**config.mk**
```make
export PLATFORM = sky130hd
export DESIGN_NAME = priority_arbiter
export DESIGN_NICKNAME = d
export VERILOG_FILES = /design/src/rtl/priority_arbiter.sv
export SDC_FILE = /design/constraint.sdc
export NUM_CORES = 1
export LEC_CHECK = 0
export CORE_ASPECT_RATIO = 0.6
export CORE_MARGIN = 1
export CORE_UTILIZATION = 61
export DETAILED_ROUTE_END_ITERATION = 8
export MAX_ROUTING_LAYER = met4
export PLACE_DENSITY = 0.86
export REMOVE_ABC_BUFFERS = 1
export SETUP_SLACK_MARGIN = 0.4
export SYNTH_ARGS = -nofsm -noshare
export SYNTH_HDL_FRONTEND = slang
export SYNTH_SLANG_ARGS = --single-unit
```
**constraint.sdc**
```tcl
create_clock -name clk -period 8.6 [get_ports clk]
set_input_delay 2.58 -clock clk [delete_from_list [all_inputs] [get_ports clk]]
set_output_delay 2.58 -clock clk [all_outputs]
set_load 0.05 [all_outputs]
```
**src/rtl/priority_arbiter.sv**
```systemverilog
// Registered N-way arbiter. It can run in fixed priority (highest index wins)
// or in round-robin mode, and it holds each grant until its requester drops.
module priority_arbiter #(
  parameter  int N = 8,
  localparam int W = $clog2(N)
) (
  input  logic         clk,
  input  logic         rst_n,
  input  logic         en,
  input  logic         mode,
  input  logic [N-1:0] req,
  output logic [N-1:0] gnt,
  output logic [W-1:0] idx,
  output logic         valid
);

  // state | meaning
  // IDLE  | no grant outstanding, valid=0, gnt=0
  // HOLD  | grant to requester idx held, valid=1, gnt=onehot(idx)
  typedef enum logic {IDLE, HOLD} state_t;

  state_t         state;
  logic [W-1:0]   last;
  logic           fx_found, rr_found, win_found;
  logic [W-1:0]   fx_idx, rr_idx, win_idx, fx_pos, rr_pos;

  // The last set bit in the ascending scan is the highest index.
  always_comb begin
    fx_found = 1'b0;
    fx_idx   = '0;
    fx_pos   = '0;
    for (int i = 0; i < N; i++) begin
      fx_pos = W'(i);
      if (req[fx_pos]) begin
        fx_found = 1'b1;
        fx_idx   = fx_pos;
      end
    end
  end

  // Scan from last+1 upward with wrap; last itself is visited last.
  always_comb begin
    rr_found = 1'b0;
    rr_idx   = '0;
    rr_pos   = '0;
    for (int k = 1; k <= N; k++) begin
      rr_pos = W'((int'(last) + k) % N);
      if (!rr_found && req[rr_pos]) begin
        rr_found = 1'b1;
        rr_idx   = rr_pos;
      end
    end
  end

  assign win_found = mode ? rr_found : fx_found;
  assign win_idx   = mode ? rr_idx   : fx_idx;

  always_ff @(posedge clk or negedge rst_n) begin
    if (!rst_n) begin
      state <= IDLE;
      gnt   <= '0;
      idx   <= '0;
      valid <= 1'b0;
      last  <= W'(N - 1);
    end else begin
      case (state)
        IDLE: begin
          if (en && win_found) begin
            state <= HOLD;
            gnt   <= {{(N-1){1'b0}}, 1'b1} << win_idx;
            idx   <= win_idx;
            valid <= 1'b1;
            last  <= win_idx;
          end
        end
        HOLD: begin
          if (!en) begin
            state <= IDLE;
            gnt   <= '0;
            valid <= 1'b0;
          end else if (!req[idx]) begin
            // Holder released: hand off on the same edge, or go idle if nobody waits.
            if (win_found) begin
              gnt  <= {{(N-1){1'b0}}, 1'b1} << win_idx;
              idx  <= win_idx;
              last <= win_idx;
            end else begin
              state <= IDLE;
              gnt   <= '0;
              valid <= 1'b0;
            end
          end
        end
        default: begin
          state <= IDLE;
          gnt   <= '0;
          valid <= 1'b0;
        end
      endcase
    end
  end

endmodule

```
Word-level counts from Yosys, hierarchy flattened
Cells that the tools add are included.
{ "word_totals": {"inputBits": 12, "reg_bits": 16, "output_inout_bits": 12} }
{ "op_classes": {"eq_ne": 6, "shift": 1, "bitwise": 1, "order_cmp": 9, "muxes": 71, "reduce_logical": 18, "addsub": 8} }
{ "op_table": {"columns": ["operator", "n"], "rows": [
  ["$mux 3", 19],
  ["$lt 3x4->1 const B", 9],
  ["$mux 1", 35],
  ["$mux 8", 4],
  ["$bmux 1 s3", 9],
  ["$pmux 8 s2", 1],
  ["$add 3x3->3 const B", 4],
  ["$logic_and 1x1->1", 8],
  ["$shl 1x3->8 const A", 1],
  ["$logic_not 1->1", 7],
  ["$add 3x1->3 const B", 2],
  ["$add 3x2->3 const B", 2],
  ["$ne 2x2->1 const B", 3],
  ["$ne 3x3->1 const B", 2],
  ["$pmux 3 s2", 1],
  ["$pmux 1 s2", 2],
  ["$reduce_and 4->1", 1],
  ["$reduce_and 3->1", 1],
  ["$ne 2x1->1 const B", 1],
  ["$reduce_and 2->1", 1],
  ["$not 1->1", 1]
]} }

Longest topological paths before layout
Gate-level depths: netlist (run 1).
{ "depth": {"word_depth": 31, "depth_mapped": 13, "depth_no_buf": 9} }

Least setup slack after synthesis (run 1)
Ideal clock, no wire load.
{ "synth_timing": {"path_kind": "input to register", "from": "in req[2]", "to": "reg gnt[5]", "t_required_ns": 8.499, "setup_ns": 0.101, "arrival_time_ns": 4.595, "path_slack_ns": 3.904, "stages": 8, "cell_sequence": "buf_2 -> or3b_2 -> a211oi_1 -> o21ai_2 -> nor3_4 -> a221oi_2 -> a311o_1 -> o32ai_1"} }
{ "synth_between": {"elab_chain_cells": 30, "elab_cells_between_ends": 72, "cone_classes": "2 x eq/ne; 1 x shift; 53 x mux; 16 x reduce/logical"} }
{ "synth_rtl": {"columns": ["item", "line_no", "text"], "rows": [
  ["from (decl)", "11", "input logic [N-1:0] req,"],
  ["$bmux 1 s3", "48", "if (!rr_found && req[rr_pos]) begin"],
  ["$mux 1 (not written as such)", "48", null],
  ["$mux 1", "48", null],
  ["$logic_not 1->1", "48", null],
  ["$logic_and 1x1->1", "48", null],
  ["$mux 1", "48", null],
  ["$logic_not 1->1", "48", null],
  ["$logic_and 1x1->1", "48", null],
  ["[14 not listed]", null, null],
  ["$logic_and 1x1->1", "48", null],
  ["$mux 3", "48", null],
  ["$mux 3", "56", "assign win_idx = mode ? rr_idx : fx_idx;"],
  ["$shl 1x3->8", "70, 84", null],
  ["$mux 8", "83", "if (win_found) begin"],
  ["$mux 8", "81", "end else if (!req[idx]) begin"],
  ["$mux 8", "77", "if (!en) begin"],
  ["$pmux 8 s2", "66", "case (state)"],
  ["to (signal assigned)", "70", "gnt <= {{(N-1){1'b0}}, 1'b1} << win_idx;"],
  ["to (signal assigned)", "84", "gnt <= {{(N-1){1'b0}}, 1'b1} << win_idx;"],
  ["to (decl)", "12", "output logic [N-1:0] gnt,"]
]} }
Parallel ways exist; a longest one is shown, timed or not. The select of a mux whose other input is x is not followed.
A chain may end at the register's enable or synchronous reset.

Worst setup path in the final report (run 1)
{ "layout_timing": {"from": "in req[7]", "to": "reg gnt[3]"} }
Same word-level chain as after synthesis.

==> impl_metrics.toml, run 1 <==
[synth]
syn_area_um2 = 1950
synthCells = 200
ys_warn_count = 0
synth_edf_count = 0
yosys.cell_types.count = 55
synth_top_area_share_pct = 16.7
ys_seq_area_share_pct = 20.7
async_flop_share_pct = 100
syn_area_per_cell_um2 = 9.75
yosysTopAreaCell = "dfrtp_1"
yosys_most_used_dff = "dfrtp_1"
synth-seq-cells = 16
synthTopCellsByArea = "dfrtp_1 17%, mux4_1 9.4%, mux4_2 9.2%"

[clock_network]
cts_hold_buf = 0
cts_sinks = 16
insertion_delay_ns = 0.25
cts.htree.levels = 1
numCtsBuffers = 3
cts_tree = "built"
clockRootBuffer = "clkbuf_8"
cts_resized = 0
clk_path_buf_depth = 2
post_cts_buffers = 0
clkTransAtPathRegs_ns = 0.07

[timing]
fin_crit_sh_pct = 64.5
fmax_ghz = 0.180
hold_viol_final = 0
fin_crit_ns = 5.55
worstMarginPinSlew_ns = 0.787
slew_headroom_pct = 47.1
clock_skew_ns = 0.00670
setup_viol = 0
drv_slew = 0
setup_tns_ns = 0
rsz0062_at_grt = "false"

[worst_setup_path]
worstSetupPathType = "in -> reg"
cp-end-kind = "flip-flop"
r2r_start = "last[0]"
path_max_fanout = 12
start_kind = "input pin"
rr_worst_depth = 9
crit_path_start = "req[7]"
worstPathArrival_ns = 5.68
crit_required_ns = 8.73
timing.rr.end = "gnt[3]"
timing.reg2reg.setup_slack_ns = 4.01

[grt]
met3_usage_pct = 9.07
grt_overflow = 0
antenna_found_initial = 0
use_met2_pct = 49.2
grtUsageTotal_pct = 35.4
grt_pass1_vias = 1664
grt_pass1_wl_um = 8600
grt_max_degree = 24
busiest_layer = "met1"
met1_usage_pct = 52.8

[floorplan]
rows = 15
die_w_um = 75.0
die_h_um = 45.8
die_area_um2 = 3440
core_um2 = 2950
io_pins = 24
start_util_pct = 66.2

[drt]
drcViolationCount = 0
wl_per_cell_um = 21.5
ant_nets = 0
num_vias = 1860
drt_iter0_markers = 302
routed_wl_um = 5400
dr.pass1.iters = 5
viasPerCell = 7.41

[power]
vdd_drop_max_v = 0.000262
finalPower_mw = 0.955
p_leak_nw = 0.844
power_density_nw_per_um2 = 433

[worst_hold_path]
holdPathEnd = "valid"
worstHoldStart = "valid"
min_path_cells = 1
hold_path.class = "reg -> reg"

[placed_design]
hpwl_um = 3910
placed_area_um2 = 2150
io_buffer_count = 23
gp_congestion = 1.05

[layout]
final_common_cell = "clkdlybuf4s50_1"
area_delta_synth_final_pct = 12.9
antennaDiodeCount = 0
final_cell_area_um2 = 2200
fin_util_pct = 74.7
drive_gt1_share_pct = 16.3
fill_cells = 206
nNetsFinal = 224
final_cell_mix = "23 x clkdlybuf4s50_1, 18 x inv_1, 16 x mux2i_1"

[status]
status = "complete, no violations"

[job]
max_cap_violations = 0
## stage by stage
stage / cells / setup slack [ns] / hold WS, ns
CTS: 251 / 3.19 / 0.530
finish: 251 / 3.05 / 0.525
floorplan: 182 / 3.97 / 0.593
global placement: 247 / 2.99 / 0.502
global route: 251 / 2.95 / 0.553
detailed placement: 247 / 2.94 / 0.507
## cell usage after synthesis, types with 2 or more instances
cell	n
a31oi_1	2
ha_1	2
mux2i_1	16
clkbuf_1	9
nor2_1	15
o221ai_1	2
nand3_1	8
nor4_1	3
dfrtp_1	13
or3b_2	2
inv_1	18
o2111ai_1	2
nor3_1	4
a221oi_1	3
mux2_2	9
mux4_1	7
a211oi_1	4
o31a_1	2
dfstp_2	3
a2111o_1	2
o32ai_1	8
a21oi_1	12
buf_2	6
mux4_2	8
nand2_1	7
o21ai_0	4
## power breakdown
| group | total (mW) | switching [mW] | internal [mW] |
|---|---|---|---|
| sequential | 0.176 | 0.0666 | 0.109 |
| combinational | 0.712 | 0.418 | 0.295 |
| clock | 0.0665 | 0.0259 | 0.0406 |
## layer usage
metal / part of all wire, % / vias up
li1: - / 806
met1: 44 / 890
met2: 43 / 150
met3: 13 / 14
met4: 0.89 / 0
met5: 0 / -
## how the worst max path moves through the flow
stage	end	depth (start not counted)
global route	gnt[6]	8
CTS	gnt[3]	8
global placement	gnt[7]	8
finish	gnt[3]	8
detailed placement	gnt[3]	8
floorplan	gnt[5]	7
## state kept, by name (all words and copies together) (netlist names)
signal	cells
idx	3
valid	1
gnt	8
last	3
state	1
## critical path, cell delays in order
cell	delay (ns)
clkdlybuf4s50_1	0.78
mux2i_1	0.22
mux2i_1	0.16
o221ai_1	0.31
and2_1	0.33
a311oi_4	0.54
nand3_1	0.35
o32ai_1	0.40
## final cells by class
cell class / count / area, um2 / area share, %
timing repair buffer: 23 / 230 / 10.5
sequential: 16 / 404 / 18.4
multi-input combinational: 148 / 1390 / 63.2
inverter: 18 / 67.6 / 3.07
clock buffer: 4 / 55.1 / 2.50
tap: 42 / 52.6 / 2.39
## cells by family after synthesis
family / after synthesis / synth area share [%]
AOI/OAI and AO/OA: 55 / 22.8
muxes: 41 / 32.8
buffers and inverters: 36 / 7.89
adders and majority gates: 3 / 1.80
xor gates and xnor gates: 3 / 1.73
and+or+nand+nor: 46 / 12.2
DFF: 16 / 20.7
(Power assumes the default switching activity.)
==> run 2: changes to the inputs <==
CORE_UTILIZATION = 51   (was 61)
PLACE_DENSITY = 0.77   (was 0.86)
clock period = 4.9 ns   (was 8.6 ns; I/O delays follow)
==> run 2 against run 1 <==
Utilization decreased by 9.5 points. Sequential share of layout area shrank 0.35 points. Total power is 81% higher. Clock skew increased by 0.0040 ns. Critical endpoint is now gnt[4]. Largest cell class unchanged.
==> impl_metrics.toml, run 2 (same netlist as run 1, synthesis figures left out) <==
[status]
status = "complete, no violations"

[timing]
slew_headroom_pct = 50.0
holdWs_ns = 0.518
setup_tns_ns = 0
fin_crit_ns = 4.32
setup_viol = 0
hold_viol_final = 0
fin_crit_sh_pct = 88.2
fin_ws_ns = 0.579
drv_slew = 0
clock_skew_ns = 0.0107
fmax_ghz = 0.231
rsz0062_at_grt = "false"
worstMarginPinSlew_ns = 0.748

[drt]
wl_per_cell_um = 21.9
viasPerCell = 7.31
drt_iter0_markers = 255
drcViolationCount = 0
routed_wl_um = 5680
dr.pass1.iters = 5
ant_nets = 0
num_vias = 1900

[floorplan]
io_pins = 24
die_area_um2 = 4080
rows = 16
die_w_um = 81.8
core_um2 = 3440
die_h_um = 49.9
start_util_pct = 56.6

[layout]
antennaDiodeCount = 0
final_cell_mix = "23 x clkdlybuf4s50_1, 18 x inv_1, 15 x mux2i_1, 15 x nor2_1, 13 x dfrtp_1"
drive_gt1_share_pct = 18.6
largest_reg_flops = 8
nNetsFinal = 230
top_regs = "gnt (8), idx (3), last (3)"
fill_cells = 281
largest_register = "gnt"
fin_util_pct = 65.2
final_cell_area_um2 = 2240
area_delta_synth_final_pct = 15.1
final_common_cell = "clkdlybuf4s50_1"

[clock_network]
cts_sinks = 16
numCtsBuffers = 3
cts.htree.levels = 1
cts_tree = "built"
clockRootBuffer = "clkbuf_8"
clk_path_buf_depth = 2
post_cts_buffers = 0
insertion_delay_ns = 0.26
clkTransAtPathRegs_ns = 0.07

[power]
swShare_pct = 53.5
p_leak_nw = 0.865
power_density_nw_per_um2 = 771
combPwrFrac_pct = 79.8
vdd_drop_max_v = 0.000507
p_seq_share_pct = 14.1
switching_power_mw = 0.925
clockPowerShare_pct = 6.1
p_int_mw = 0.805

[grt]
grtUsageTotal_pct = 31.8
grt_pass1_vias = 1838
grt_max_degree = 23
antenna_found_initial = 0
grt_overflow = 0
grt_pass1_wl_um = 9310

[worst_setup_path]
cp-end-kind = "flip-flop"
crit_path_start = "req[5]"
start_kind = "input pin"
worstPathArrival_ns = 4.47
path_max_fanout = 12
rr_worst_depth = 10
timing.rr.end = "gnt[4]"
worstSetupPathType = "in -> reg"
timing.reg2reg.setup_slack_ns = 1.11
r2r_start = "last[0]"
crit_required_ns = 5.05

[placed_design]
hpwl_um = 4280
placed_area_um2 = 2200
gp_congestion = 0.977
io_buffer_count = 23
preCtsSetupSlack_ns = 0.304

[worst_hold_path]
min_path_cells = 2
hold_path.class = "reg -> reg"
worstHoldStart = "gnt[0]"
holdPathEnd = "gnt[0]"

[job]
max_cap_violations = 0
run 2: metrics by stage:
| step | std cells | power (mW) |
|---|---|---|
| 2_1_floorplan | 182 | 1.21 |
| 3_3_place_gp | 256 | 1.53 |
| 3_5_place_dp | 256 | 1.58 |
| 4_1_cts | 260 | 1.69 |
| 5_1_grt | 260 | 1.82 |
| 6_report | 260 | 1.73 |
run 2: worst max-delay path: stages:
cell and delay [ns]:
clkdlybuf4s50_1 0.63, mux4_1 0.67, mux2i_2 0.30, o21ai_2 0.14, nor3_4 0.34, a221oi_2 0.15, a311o_1 0.42, o32ai_1 0.35
run 2: how the worst max path moves through the flow:
stage | cells after the start | to
2_1_floorplan | 9 | gnt[5]
3_3_place_gp | 8 | gnt[5]
3_5_place_dp | 8 | gnt[4]
4_1_cts | 8 | gnt[4]
5_1_grt | 7 | gnt[5]
6_report | 8 | gnt[4]
run 2: final cells by class:
cell class	count	area, um2	area share [%]
clock buffers	4	45.0	2.01
inverters	18	67.6	3.01
multi-input cells	148	1400	62.2
flip-flops and latches	16	404	18.0
well taps	45	56.3	2.51
repair buffers	29	275	12.3
run 2: timing repair:
item | in CTS | in global routing
endpoints found under the setup margin | 0 | 4
hold buffers | 0 | 0
hold endpoints to repair | 0 | 0
resized for setup | 0 | 1
run 2: power groups by stage:
stage	clock network (mW)	registers (mW)	logic (mW)
after floorplan	0	0.403	0.807
after global placement	0	0.242	1.29
after detailed placement	0	0.247	1.33
after CTS	0.105	0.245	1.34
after global routing	0.112	0.253	1.46
final	0.105	0.244	1.38
run 2: routing by layer:
metal	GRT usage [%]	vias up	routed length, um	share of wire [%]
met2	43.1	142	2440	43
li1	-	822	-	-
met1	46.5	920	2440	43
met5	-	-	0	0
met4	7.89	0	103	1.8
met3	8.15	16	699	12
